--- config.mk ---
export PLATFORM = sky130hd
export DESIGN_NAME = exp_product
export DESIGN_NICKNAME = d
export VERILOG_FILES = /design/src/rtl/exp_pkg.sv /design/src/rtl/q_mul.sv /design/src/rtl/exp_product.sv
export SDC_FILE = /design/constraint.sdc
export NUM_CORES = 2
export LEC_CHECK = 0
export ABC_AREA = 1
export CAP_MARGIN = 20
export CORE_MARGIN = 2
export CORE_UTILIZATION = 30
export CTS_CLUSTER_SIZE = 16
export DETAILED_ROUTE_END_ITERATION = 6
export HOLD_SLACK_MARGIN = 0.06
export PLACE_DENSITY = 0.54
export SLEW_MARGIN = 30
export SYNTH_ARGS = -nofsm -noshare
export SYNTH_HDL_FRONTEND = slang
export SYNTH_SLANG_ARGS = --single-unit
--- constraint.sdc ---
create_clock -name clk -period 10 [get_ports clk]
set_input_delay 1.5 -clock clk [delete_from_list [all_inputs] [get_ports clk]]
set_output_delay 1.5 -clock clk [all_outputs]
set_load 0.05 [all_outputs]
--- src/rtl/exp_pkg.sv ---
// Shared constants and state encoding for the e^X factor-product block.
package exp_pkg;

  localparam int DATA_W   = 26;   // Q15.11 unsigned factor/result width
  localparam int FRAC_W   = 11;   // fraction bits
  localparam int NUM_FACT = 6;    // factors multiplied per product
  localparam int Q_ONE    = 2048; // 1.0 in Q15.11

  // Index of the last factor; reaching it finishes the product.
  localparam logic [2:0] LAST_STEP = 3'd5;

  typedef enum logic [0:0] {
    ST_IDLE = 1'b0,
    ST_MUL  = 1'b1
  } state_e;

endpackage

--- src/rtl/q_mul.sv ---
// Combinational unsigned fixed-point multiply: round half up, then saturate.
module q_mul #(
  parameter int DATA_W = 26,
  parameter int FRAC_W = 11
) (
  input  logic [DATA_W-1:0] a_i,
  input  logic [DATA_W-1:0] b_i,
  output logic [DATA_W-1:0] p_o,
  output logic              sat_o
);

  // Half an output LSB, added before truncation so ties round upward.
  localparam logic [2*DATA_W-1:0] RND = (2*DATA_W)'(1'b1) << (FRAC_W-1);

  logic [2*DATA_W-1:0] full_s;
  logic [2*DATA_W-1:0] rnd_s;
  logic [2*DATA_W-1:0] shifted_s;

  // The rounded sum cannot wrap: (2^W-1)^2 + 2^(F-1) stays below 2^(2W).
  assign full_s    = {{DATA_W{1'b0}}, a_i} * {{DATA_W{1'b0}}, b_i};
  assign rnd_s     = full_s + RND;
  assign shifted_s = rnd_s >> FRAC_W;

  // Clamp to all-ones when any bit above the result width survives the shift.
  always_comb begin
    p_o   = '0;
    sat_o = 1'b0;
    if (|shifted_s[2*DATA_W-1:DATA_W]) begin
      p_o   = '1;
      sat_o = 1'b1;
    end else begin
      p_o   = shifted_s[DATA_W-1:0];
      sat_o = 1'b0;
    end
  end

endmodule

--- src/rtl/exp_product.sv ---
// Sequential product of six Q15.11 factors using one shared q_mul, one step per cycle.
module exp_product #(
  parameter int DATA_W = exp_pkg::DATA_W,
  parameter int FRAC_W = exp_pkg::FRAC_W
) (
  input  logic              clk,
  input  logic              rst_n,
  input  logic              mul_valid,
  input  logic [DATA_W-1:0] multiplier_0,
  input  logic [DATA_W-1:0] multiplier_1,
  input  logic [DATA_W-1:0] multiplier_2,
  input  logic [DATA_W-1:0] multiplier_3,
  input  logic [DATA_W-1:0] multiplier_4,
  input  logic [DATA_W-1:0] multiplier_5,
  output logic              O_valid,
  output logic [DATA_W-1:0] O_result,
  output logic              O_sat,
  output logic              busy,
  output logic              drop
);

  import exp_pkg::*;

  state_e            state_q, state_d;
  logic [2:0]        step_q, step_d;
  logic [DATA_W-1:0] acc_q, acc_d;
  logic [DATA_W-1:0] fact_q [NUM_FACT];
  logic [DATA_W-1:0] fact_d [NUM_FACT];
  logic              sat_q, sat_d;
  logic              valid_q, valid_d;
  logic [DATA_W-1:0] res_q, res_d;
  logic              osat_q, osat_d;
  logic              drop_q, drop_d;

  logic [DATA_W-1:0] fact_sel_s;
  logic [DATA_W-1:0] prod_s;
  logic              prod_sat_s;

  // Pick the latched factor for the current step.
  always_comb begin
    fact_sel_s = '0;
    case (step_q)
      3'd0:    fact_sel_s = fact_q[0];
      3'd1:    fact_sel_s = fact_q[1];
      3'd2:    fact_sel_s = fact_q[2];
      3'd3:    fact_sel_s = fact_q[3];
      3'd4:    fact_sel_s = fact_q[4];
      3'd5:    fact_sel_s = fact_q[5];
      default: fact_sel_s = '0;
    endcase
  end

  q_mul #(
    .DATA_W (DATA_W),
    .FRAC_W (FRAC_W)
  ) u_q_mul (
    .a_i   (acc_q),
    .b_i   (fact_sel_s),
    .p_o   (prod_s),
    .sat_o (prod_sat_s)
  );

  // Next-state logic: accept in IDLE, one multiply per cycle in MUL, drop overlaps.
  always_comb begin
    state_d = state_q;
    step_d  = step_q;
    acc_d   = acc_q;
    fact_d  = fact_q;
    sat_d   = sat_q;
    res_d   = res_q;
    osat_d  = osat_q;
    valid_d = 1'b0;
    drop_d  = 1'b0;
    case (state_q)
      ST_IDLE: begin
        if (mul_valid) begin
          fact_d[0] = multiplier_0;
          fact_d[1] = multiplier_1;
          fact_d[2] = multiplier_2;
          fact_d[3] = multiplier_3;
          fact_d[4] = multiplier_4;
          fact_d[5] = multiplier_5;
          acc_d     = multiplier_0;
          sat_d     = 1'b0;
          step_d    = 3'd1;
          state_d   = ST_MUL;
        end else begin
          state_d = ST_IDLE;
        end
      end
      ST_MUL: begin
        drop_d = mul_valid;
        acc_d  = prod_s;
        sat_d  = sat_q | prod_sat_s;
        if (step_q == LAST_STEP) begin
          res_d   = prod_s;
          osat_d  = sat_q | prod_sat_s;
          valid_d = 1'b1;
          step_d  = 3'd0;
          state_d = ST_IDLE;
        end else begin
          step_d = step_q + 3'd1;
        end
      end
      default: begin
        step_d  = 3'd0;
        state_d = ST_IDLE;
      end
    endcase
  end

  // State and output registers with asynchronous clear.
  always_ff @(posedge clk or negedge rst_n) begin
    if (!rst_n) begin
      state_q <= ST_IDLE;
      step_q  <= 3'd0;
      acc_q   <= '0;
      for (int i = 0; i < NUM_FACT; i++) begin
        fact_q[i] <= '0;
      end
      sat_q   <= 1'b0;
      valid_q <= 1'b0;
      res_q   <= '0;
      osat_q  <= 1'b0;
      drop_q  <= 1'b0;
    end else begin
      state_q <= state_d;
      step_q  <= step_d;
      acc_q   <= acc_d;
      fact_q  <= fact_d;
      sat_q   <= sat_d;
      valid_q <= valid_d;
      res_q   <= res_d;
      osat_q  <= osat_d;
      drop_q  <= drop_d;
    end
  end

  assign O_valid  = valid_q;
  assign O_result = res_q;
  assign O_sat    = osat_q;
  assign drop     = drop_q;
  assign busy     = (state_q == ST_MUL);

endmodule
# Word level (Yosys, flattened, before mapping)
# Index checks and enable logic that the tools add are counted.
# word_totals
in_bits	159
out_inout_bits	30
register_bits	216
wordCells	45
# classes
muxes	16
n_addsub	2
mul	1
bitwise	2
n_eq_ne	6
n_reduce_logical	4
# ops
op	count
26-bit one-hot mux with 6 select lines	1
52-bit by 11-bit adder with 52-bit output, second input constant	1
26-bit by 26-bit multiplier with 52-bit output	1
26-bit two-way mux	2
26-bit one-hot mux with 2 select lines	1
15-bit OR reduction	1
1-bit two-way mux	7
3-bit by 2-bit == test with 1-bit output, second input constant	2
3-bit == test, second input constant	2
3-bit two-way mux	2
3-bit one-hot mux with 2 select lines	1
1-bit one-hot mux with 2 select lines	2
2-bit AND reduction	2
3-bit by 1-bit adder with 3-bit output, second input constant	1
3-bit by 1-bit == test with 1-bit output, second input constant	1
3-bit logical NOT	1
2-bit inequality test, second input constant	1
1-bit NOT	1
1-bit OR	1

# Depth between registers and ports, before layout
# logic_depth
depth_word	8
ltp_mapped	43
mapped_depth_nobuf	41

# By module
# From an unflattened synthesis, not the netlist that was laid out.
# hier_totals
hier_cells	4739
area_unflattened_um2	34639.5
# modules_own_cells
module	cells_per_inst	instances	area_each_um2	seq_area_each_um2
q_mul	3505	1	24938.9	0.0
exp_product	1234	1	9700.6	5405.2

# Least setup slack after synthesis
# No wires, ideal clock.
# synth_timing
kind	register -> register
from	register step_q[2]
to	register res_q[10], in the netlist O_result[10]
setup_time_ps	118
required_time_ps	9882
t_arrival_ps	7732
path_buffers	5
synth_period_minus_slack_ps	7850
path_slack_ps	2150
stages_incl_launch_ff	41
path_cell_list	dfrtp_1 buf_2 inv_2 ha_1 clkbuf_1 clkbuf_1 a221oi_1 nand2_1 clkbuf_1 nand2_1 fa_1 inv_1 fa_1 inv_1 fa_1 inv_1 fa_1 inv_1 (+5 left out) inv_1 ha_1 nand2_1 nor2_1 inv_1 nor3_1 inv_1 o21ai_0 a21oi_1 nand3_1 nand2_1 inv_1 nand4_1 nor2_4 buf_6 nand3_2 nand2_1 nand2_1
# synth_via
elab_chain_len	6
elab_cells_between_ends	12
classes_between	add/sub: 1; mul: 1; eq/ne: 5; mux: 2; reduce/logical: 3
# synth_lines
item	line_no	text
start: declaration	exp_product.sv:25	logic [2:0] step_q, step_d;
start signal: assignment	exp_product.sv:128	step_q <= step_d;
3-bit == test, or another cell as far along	exp_product.sv:42, exp_product.sv:95	
26-bit one-hot mux with 6 select lines	exp_product.sv:42	case (step_q)
26-bit by 26-bit multiplier with 52-bit output	q_mul.sv:20	assign full_s = {{DATA_W{1'b0}}, a_i} * {{DATA_W{1'b0}}, b_i};
52-bit by 11-bit adder with 52-bit output	q_mul.sv:21	assign rnd_s = full_s + RND;
15-bit OR reduction	q_mul.sv:28	if (|shifted_s[2*DATA_W-1:DATA_W]) begin
26-bit two-way mux	q_mul.sv:28	
end signal: assignment	exp_product.sv:133	res_q <= res_d;
end: declaration	exp_product.sv:31	logic [DATA_W-1:0] res_q, res_d;
# Parallel ways exist; a longest one is shown, timed or not.
# A chain may end at the register's enable or synchronous reset.

# Worst setup path in the final report
# layout_timing
from	register step_q[0]
to	register sat_q
# layout_via
elab_chain_len	8
elab_cells_between_ends	13
classes_between	add/sub: 1; mul: 1; eq/ne: 5; mux: 3; bitwise: 1; reduce/logical: 2
# layout_lines
item	line_no	text
3-bit == test, or another cell as far along	exp_product.sv:42	
26-bit one-hot mux with 6 select lines *	exp_product.sv:42	
26-bit by 26-bit multiplier with 52-bit output *	q_mul.sv:20	
52-bit by 11-bit adder with 52-bit output *	q_mul.sv:21	
15-bit OR reduction *	q_mul.sv:28	
1-bit two-way mux *	q_mul.sv:28	
1-bit OR *	exp_product.sv:94	sat_d = sat_q | prod_sat_s;
1-bit one-hot mux with 2 select lines *	exp_product.sv:74	case (state_q)
end signal: assignment	exp_product.sv:131	sat_q <= sat_d;
end: declaration	exp_product.sv:29	logic sat_q, sat_d;
# Every way passes the cells marked *; elsewhere a longest branch is shown, timed or not.

==> flow_summary.toml <==
[run_status]
status = "finished clean"

[clocking]
cts_sinks = 216
cts_root_buffer = "clkbuf_16"
cts_tree = "yes"
clkLatencyLatePin_ps = 570
cts_setup_buffers = 0
clock_path_buffers = 3
holdBufCountCts = 0
cts_made_buffers = 26
htree_levels = 1
clk_pin_slew_ps = 60

[hold_path]
worstHoldPathType = "register to register"

[setup_path]
worst-setup-path-type = "register to register"
cp-start-kind = "register"
cpMaxStageDelayCell = "fa_1"
required_ps = 10410
crit_path_max_fanout = 27
slowest_delay_ps = 580
crit_family = "adder cells"
cp-end-kind = "register"
cp.arrival_ps = 9780
worst-path-buf-inv = 8

[sta]
hold_violations = 0
finalMaxSlewViolations = 0
skew_ps = 32.8
slew_headroom = 0.337
fmax_ghz = 0.107
fin_crit_sh = 0.936
tightest_slew_ps = 995
setup_tns_ps = 0
post-route-min-period_ps = 9360
rsz0062_at_grt = "false"
setup_viol = 0

[die]
die_h_um = 331
rows = 119
coreArea_um2 = 106000
start_util = 0.303
die_w_um = 331
ios = 189
die-area_um2 = 109000

[synthesis]
yosysTopAreaCellShare = 0.359
yosys_warnings = 0
syn_inst = 4008
synth_cell_types = 45
syn_area_per_cell_um2 = 7.98
synth_area_um2 = 32000
synthTopCellsByArea = "fa_1, dfrtp_1, nand2_1"
synthArstFlopShare = 1.00
synth_edf_count = 0
ys.flop_type = "dfrtp_1"
yosysTopAreaCell = "fa_1"
ys_seq_area_frac = 0.169
synth_nets = 4950
synth_seq_cells = 216

[layout]
multi_input_area_um2 = 22600
seq_area_um2 = 5410
fin_nets = 5108
drive_above_1_share = 0.0459
fill_cells = 11100
synthToLayoutAreaGrowth_pct = 14.6

[flow_run]
max_cap_violations = 0

[route]
drt_iter0_markers = 2190
first_pass_iters = 6
drc = 0
routed_wl_um = 116000
drt-vias-per-instance = 4.81
wl_per_cell_um = 20.7
drtAntennaViolNets = 0
num_vias = 26900

[placed_design]
gp_congestion = 0.962
portBuffers = 188
dp_hpwl_um = 97000

[global_routing]
grt-ovfl-total = 0
grt_pass1_vias = 28500
grt_usage = 0.217
grt_pass1_wl_um = 178000
antenna_found_initial = 4
grt_start_max_net_pins = 110
layout by cell type, fill, tap and decap left out, drive strengths merged, types with 2 or more instances in the layout:
cell type	netlist	final
a21oi	83	83
a32o	11	11
o21bai	7	7
inv	896	898
nor3	13	13
nor2	481	481
a21boi	5	5
a22oi	4	4
diode	0	2
o22ai	18	18
xnor2	14	14
clkdlybuf4s50	0	187
o21ai	151	151
clkbuf	137	40
a211oi	5	5
a221oi	21	21
o21a	2	2
xor2	16	16
nor4	8	8
clkinv	15	19
nand2	1012	1012
a31oi	5	5
nand4	6	6
ha	209	209
nand3b	5	5
a21o	5	5
nand3	63	63
buf	21	101
dfrtp	216	216
fa	574	574
path summary, 6_finish.rpt:
path / depth (start not counted) / slack [ps] / startpoint / end
setup / recovery: 36 / 640 / step_q[0]$_DFFE_PN0P_ / sat_q$_DFFE_PN0P_
hold / removal: 2 / 480 / fact_q[107]$_DFFE_PN0P_ / fact_q[107]$_DFFE_PN0P_
setup reg to reg: 36 / 640 / step_q[0]$_DFFE_PN0P_ / sat_q$_DFFE_PN0P_
hold reg to reg: 2 / 480 / fact_q[107]$_DFFE_PN0P_ / fact_q[107]$_DFFE_PN0P_
max in group asynchronous: 3 / 7880 / rst_n / fact_q[146]$_DFFE_PN0P_
min in group asynchronous: 1 / 910 / rst_n / drop$_DFF_PN0_
worst min-delay path, stage by stage, from the launching register on:
cell     delay [ps]
dfrtp_1         340
nand2_1          50
nand2_1          50
sequential cells by signal (all words and copies together) (netlist names), 3 cells and up:
signal    cells
fact_q      156
O_result     26
step_q        3
acc_q        26
per-stage QoR:
stage,hold slack [ps],cells,setup slack (ps),cell area (µm²),utilization
finish,478,5578,638,36700,0.347
global route,495,5578,163,36700,0.347
CTS,482,5576,466,36700,0.347
detailed placement,465,5529,542,35800,0.339
global placement,463,5528,506,35800,0.339
floorplan,449,4008,2150,32000,-
kinds of logic after synthesis:
family	synth area share
buffers and inverters	0.126
AND/OR/NAND/NOR	0.197
flip-flops	0.169
AO/OA/AOI/OAI	0.0582
adder cells (fa/ha/maj)	0.441
XOR/XNOR	0.00821
routing by layer:
| layer | part of all wire | vias to the layer above | GRT usage | wire, µm |
|---|---|---|---|---|
| li1 | - | 12100 | - | - |
| met1 | 0.43 | 13500 | 0.301 | 49900 |
| met2 | 0.46 | 1055 | 0.349 | 52800 |
| met3 | 0.076 | 203 | 0.0342 | 8750 |
| met4 | 0.036 | 6 | 0.0676 | 4210 |
| met5 | 0.00054 | - | 0.00261 | 63 |
synthesized netlist by cell type, drive strengths merged (14+ instances only):
| library cell | count |
|---|---|
| nand2 | 1012 |
| inv | 896 |
| fa | 574 |
| nor2 | 481 |
| dfrtp | 216 |
| ha | 209 |
| o21ai | 151 |
| clkbuf | 137 |
| a21oi | 83 |
| nand3 | 63 |
| a221oi | 21 |
| buf | 21 |
| o22ai | 18 |
| xor2 | 16 |
| clkinv | 15 |
| xnor2 | 14 |
repair_timing:
action,4_1_cts,5_1_grt
hold endpoints to repair,0,0
endpoints found under the setup margin,0,1
gates resized for setup,0,1
cell type report:
class                           count  area share
Antenna cell                        2    0.000137
Timing Repair Buffer              288      0.0736
Inverter                          911      0.0934
Tap cell                         1391      0.0475
Clock buffer                       40      0.0206
Multi-Input combinational cell   2723       0.615
Sequential cell                   216       0.147
Clock inverter                      7     0.00191
Power is left out: the tool's default activity adds up to more than one toggle a clock period on the data nets, which glitch-free logic cannot reach.
